--- config.mk ---
export PLATFORM = sky130hd
export DESIGN_NAME = bitwise_logic_pipe
export DESIGN_NICKNAME = d
export VERILOG_FILES = /design/src/rtl/bitwise_logic_pkg.sv /design/src/rtl/logic_pipe_stage.sv /design/src/rtl/bitwise_logic_pipe.sv
export SDC_FILE = /design/constraint.sdc
export NUM_CORES = 1
export LEC_CHECK = 0
export ABC_AREA = 1
export ABC_CLOCK_PERIOD_IN_PS = 1800
export CAP_MARGIN = 25
export CORE_MARGIN = 1
export CORE_UTILIZATION = 30
export CTS_CLUSTER_SIZE = 20
export DETAILED_ROUTE_END_ITERATION = 10
export GPL_ROUTABILITY_DRIVEN = 0
export PLACE_DENSITY = 0.59
export SLEW_MARGIN = 15
export SYNTH_ARGS = -nofsm -noshare
export SYNTH_HDL_FRONTEND = slang
export SYNTH_HIERARCHICAL = 1
export SYNTH_SLANG_ARGS = --single-unit
--- constraint.sdc ---
create_clock -name clk -period 1.8 [get_ports clk]
set_input_delay 0.18 -clock clk [delete_from_list [all_inputs] [get_ports clk]]
set_output_delay 0.18 -clock clk [all_outputs]
set_load 0.02 [all_outputs]
--- src/rtl/bitwise_logic_pkg.sv ---
// Shared types and the bit-wise evaluation function for the logic pipe.
// The function works at a fixed maximum width; callers zero-extend and truncate.
package bitwise_logic_pkg;

  localparam int LOGIC_OP_COUNT = 8;
  localparam int LOGIC_MAX_W    = 256;

  typedef enum logic [2:0] {
    OP_AND   = 3'd0,
    OP_OR    = 3'd1,
    OP_XOR   = 3'd2,
    OP_NAND  = 3'd3,
    OP_NOR   = 3'd4,
    OP_XNOR  = 3'd5,
    OP_ANDN  = 3'd6,
    OP_PASSA = 3'd7
  } logic_op_t;

  function automatic logic [LOGIC_MAX_W-1:0] logic_eval(
    input logic_op_t              op,
    input logic [LOGIC_MAX_W-1:0] a,
    input logic [LOGIC_MAX_W-1:0] b
  );
    logic [LOGIC_MAX_W-1:0] r;
    case (op)
      OP_AND:  r = a & b;
      OP_OR:   r = a | b;
      OP_XOR:  r = a ^ b;
      OP_NAND: r = ~(a & b);
      OP_NOR:  r = ~(a | b);
      OP_XNOR: r = ~(a ^ b);
      OP_ANDN: r = a & ~b;
      default: r = a;
    endcase
    return r;
  endfunction

endpackage

--- src/rtl/logic_pipe_stage.sv ---
// One elastic register stage: loads when empty or when its contents leave
// in the same cycle, so bubbles collapse and full-rate streaming has no gaps.
module logic_pipe_stage
  import bitwise_logic_pkg::*;
#(
  parameter int W = 33
) (
  input  logic         clk,
  input  logic         rst,
  input  logic         up_valid,
  output logic         up_ready,
  input  logic [W-1:0] up_data,
  output logic         dn_valid,
  input  logic         dn_ready,
  output logic [W-1:0] dn_data
);

  logic         vld_r;
  logic [W-1:0] data_r;

  assign up_ready = !vld_r || dn_ready;

  always_ff @(posedge clk) begin
    if (rst) begin
      vld_r  <= 1'b0;
      data_r <= '0;
    end else if (up_valid && up_ready) begin
      vld_r  <= 1'b1;
      data_r <= up_data;
    end else if (dn_ready) begin
      vld_r  <= 1'b0;
    end
  end

  assign dn_valid = vld_r;
  assign dn_data  = data_r;

endmodule

--- src/rtl/bitwise_logic_pipe.sv ---
// Pipelined bit-wise logic unit: one of eight ops on a/b, result plus zero
// flag carried through LATENCY elastic stages with valid/ready on both ends.
module bitwise_logic_pipe
  import bitwise_logic_pkg::*;
#(
  parameter int N       = 32,
  parameter int LATENCY = 2
) (
  input  logic         clk,
  input  logic         rst,
  input  logic         in_valid,
  output logic         in_ready,
  input  logic [2:0]   op,
  input  logic [N-1:0] a,
  input  logic [N-1:0] b,
  output logic         out_valid,
  input  logic         out_ready,
  output logic [N-1:0] c,
  output logic         zero
);

  if (N < 1 || N > LOGIC_MAX_W || LATENCY < 1 || LATENCY > 4) begin : g_param_check
    $error("bitwise_logic_pipe: illegal parameters N=%0d LATENCY=%0d", N, LATENCY);
  end

  logic [LOGIC_MAX_W-1:0] a_ext, b_ext;
  logic [N-1:0]           res_p0;
  logic                   zero_p0;

  always_comb begin
    a_ext = '0;
    b_ext = '0;
    a_ext[N-1:0] = a;
    b_ext[N-1:0] = b;
  end

  assign res_p0  = N'(logic_eval(logic_op_t'(op), a_ext, b_ext));
  assign zero_p0 = (res_p0 == '0);

  // Stage boundary: index k is the input side of stage k, k+1 its output side.
  logic         vld_p [LATENCY+1];
  logic         rdy_p [LATENCY+1];
  logic [N:0]   dat_p [LATENCY+1];

  assign vld_p[0]       = in_valid;
  assign dat_p[0]       = {zero_p0, res_p0};
  assign rdy_p[LATENCY] = out_ready;

  for (genvar k = 0; k < LATENCY; k++) begin : g_stage
    logic_pipe_stage #(.W(N + 1)) u_stage (
      .clk      (clk),
      .rst      (rst),
      .up_valid (vld_p[k]),
      .up_ready (rdy_p[k]),
      .up_data  (dat_p[k]),
      .dn_valid (vld_p[k+1]),
      .dn_ready (rdy_p[k+1]),
      .dn_data  (dat_p[k+1])
    );
  end

  assign in_ready  = rdy_p[0];
  assign out_valid = vld_p[LATENCY];
  assign c         = dat_p[LATENCY][N-1:0];
  assign zero      = dat_p[LATENCY][N];

endmodule

==> run_results.csv <==
group,metric,value,unit
power_and_ir_drop,power_density,527,nW/µm²
logic_synthesis,synth_area_leaders,"dfxtp_1, ha_1, nand2_1, inv_1, nand3_1",
global_routing,grt.total_usage,0.177,
hold_path,worstHoldPathType,"in -> reg",
critical_path,cp-startpoint,"out_ready",
layout,final_common_cell,"nand2_1",
place,place_hpwl,15.4,mm
die,start_util,0.307,
logic_synthesis,synth_top_family_by_area,"simple AND/OR/NAND/NOR gates",
logic_synthesis,synth_seq_cells,68,
layout,stdcell_count,1643,
critical_path,r2r-start,"g_stage[0].u_stage/dn_valid",
clocking,cts_root_buffer,"clkbuf_16",
route,ant_nets,0,
logic_synthesis,syn_inst,1169,
critical_path,critPathLaunchType,"input port",
layout,synthToLayoutAreaGrowth,43.3,%
die,dieArea,23800,µm²
logic_synthesis,synth_xor_area_frac,0,
global_routing,grt_overflow,0,
run,maxCapViolCount,0,
clocking,htree_levels,3,
timing,fin_skew,4.49,ps
global_routing,antenna_found_initial,0,
logic_synthesis,syn-num-nets,1336,
die,ios,106,
logic_synthesis,synth_fa_ha_area_frac,0.173,
logic_synthesis,ys_seq_area_frac,0.196,
logic_synthesis,synth_largest_area_cell,"dfxtp_1",
route,wl,21.2,mm
timing,fin_setup_tns,0,ps
critical_path,crit_required,1620,ps
clocking,cts_tree,"built",
die,core-area,22600,µm²
power_and_ir_drop,ir_worst_vdd,0.000519,V
clocking,clock-sinks,68,
critical_path,worstSetupPathType,"in -> out",
layout,final_util,0.440,
logic_synthesis,syn_avg_cell_area,5.94,µm²
die,die_w,154,µm
global_routing,grt_max_degree,68,
layout,final_net_count,1524,
clocking,worstSkewPairLatency,320,ps
route,vias,7576,
place,dp_slack,-772,ps
logic_synthesis,synth-simple-area-share,0.385,
place,port_buffers,105,
timing,fin_crit,1700,ps
logic_synthesis,synth_cell_types,22,
die,fp.dieH,154,µm
logic_synthesis,synth_compound_area_frac,0.0771,
logic_synthesis,yosys_warnings,6,
route,drc,0,
timing,tightestPinTransition,617,ps
timing,hold_viol,0,
clocking,clk_path_buf_depth,2,
hold_path,min_from,"in_valid",
route,route.detailed.wl_per_inst,12.9,µm
power_and_ir_drop,leakage,5.26,nW
timing,relSlewSlack,0.589,
die,core.rowCount,55,
layout,drive_above_1_share,0.213,
logic_synthesis,synth_top_area_frac,0.196,
logic_synthesis,syn_area,6940,µm²
layout,diodes,0,
place,dp.cells,1598,
clocking,clk_pin_slew,50,ps
clocking,numCtsBuffers,9,
critical_path,arrival,1520,ps
outcome,status,"finished clean",
timing,period_share,0.947,
timing,setup_viol,0,
timing,fmax,587,MHz
timing,finalMaxSlewViolations,0,
logic_synthesis,synth_mux_area_frac,0,
critical_path,endpoint_kind,"primary output",
timing,worst_slack,95.8,ps
global_routing,first_global_vias,6867,
layout,layout_common_cells,"nand2_1, inv_1, nor2_1",
route,viasPerCell,4.61,
global_routing,grt_pass1_wl,34.3,mm
critical_path,cp_max_fo,3,
route,dr.pass1.iters,5,
route,drtIter0Drc,481,
==> area by class of cell <==
class | instances | area (µm²)
Fill cell | 2343 | 12700
Multi-Input combinational cell | 820 | 4890
Timing Repair Buffer | 252 | 2320
Sequential cell | 68 | 1360
Inverter | 206 | 773
Tap cell | 285 | 357
Clock buffer | 12 | 246
==> worst max-delay path, stage by stage <==
cell	delay (ps)
clkdlybuf4s50_1	460
inv_1	40
nand2_2	60
inv_1	50
nand2_2	110
clkdlybuf4s50_1	620
==> metal layers <==
layer | track usage | vias up | wire, µm | share of wire
met3 | 0.0158 | 30 | 1020 | 0.048
met4 | 0.0505 | 0 | 316 | 0.015
li1 | - | 4017 | - | -
met1 | 0.248 | 3332 | 10200 | 0.48
met2 | 0.286 | 197 | 9670 | 0.46
met5 | 0 | - | 0 | 0
==> registers in the layout, indices dropped and copies added, names as in the netlist <==
register / count
g_stage.u_stage/dn_data: 66
g_stage.u_stage/dn_valid: 2
==> where the power goes <==
group	switching, mW	total, mW	internal [mW]
Sequential	0.0609	1.69	1.63
Clock	0.545	1.48	0.935
Combinational	1.09	2.08	0.980
Total	1.70	5.25	3.54
==> metrics by stage <==
stage	power [mW]	cell area [µm²]	hold WS (ps)
floorplan	2.69	6940	249
global placement	3.50	8910	461
detailed placement	3.52	8910	467
CTS	5.16	9570	351
global route	5.60	9950	380
finish	5.25	9950	368
==> what timing repair did <==
| action | CTS | global route |
|---|---|---|
| pin swaps | 46 | 74 |
| setup buffers | 20 | 11 |
| hold buffers | 0 | 0 |
| resized for setup | 94 | 150 |
| gates cloned | 0 | 2 |
| setup endpoints to repair | 27 | 5 |
==> cells in the mapped netlist, drive strengths merged <==
master  instances
nand4          54
o21ai          38
a21oi          69
buf            62
nand2         230
clkbuf         13
ha             96
inv           206
nor3            2
nand3b          7
nor2          184
dfxtp          68
nand3         140
==> cells by family (layout without fill, tap and decap cells) <==
logic type               after synthesis  in the layout
AND/OR/NAND/NOR                      617            617
buffers and inverters                281            470
AO/OA/AOI/OAI                        107            107
adder cells (fa/ha/maj)               96             96
flip-flops                            68             68
==> final timing paths <==
kind         cells past startpoint  slack (ps)                        endpoint
max                              6         100                        in_ready
min                              3         370   g_stage[0].u_stage/dn_data[0]
max reg2reg                      4         540  g_stage[1].u_stage/dn_data[28]
min reg2reg                      2         470   g_stage[1].u_stage/dn_data[4]
No activity file was read; power rests on OpenSTA's default activity.
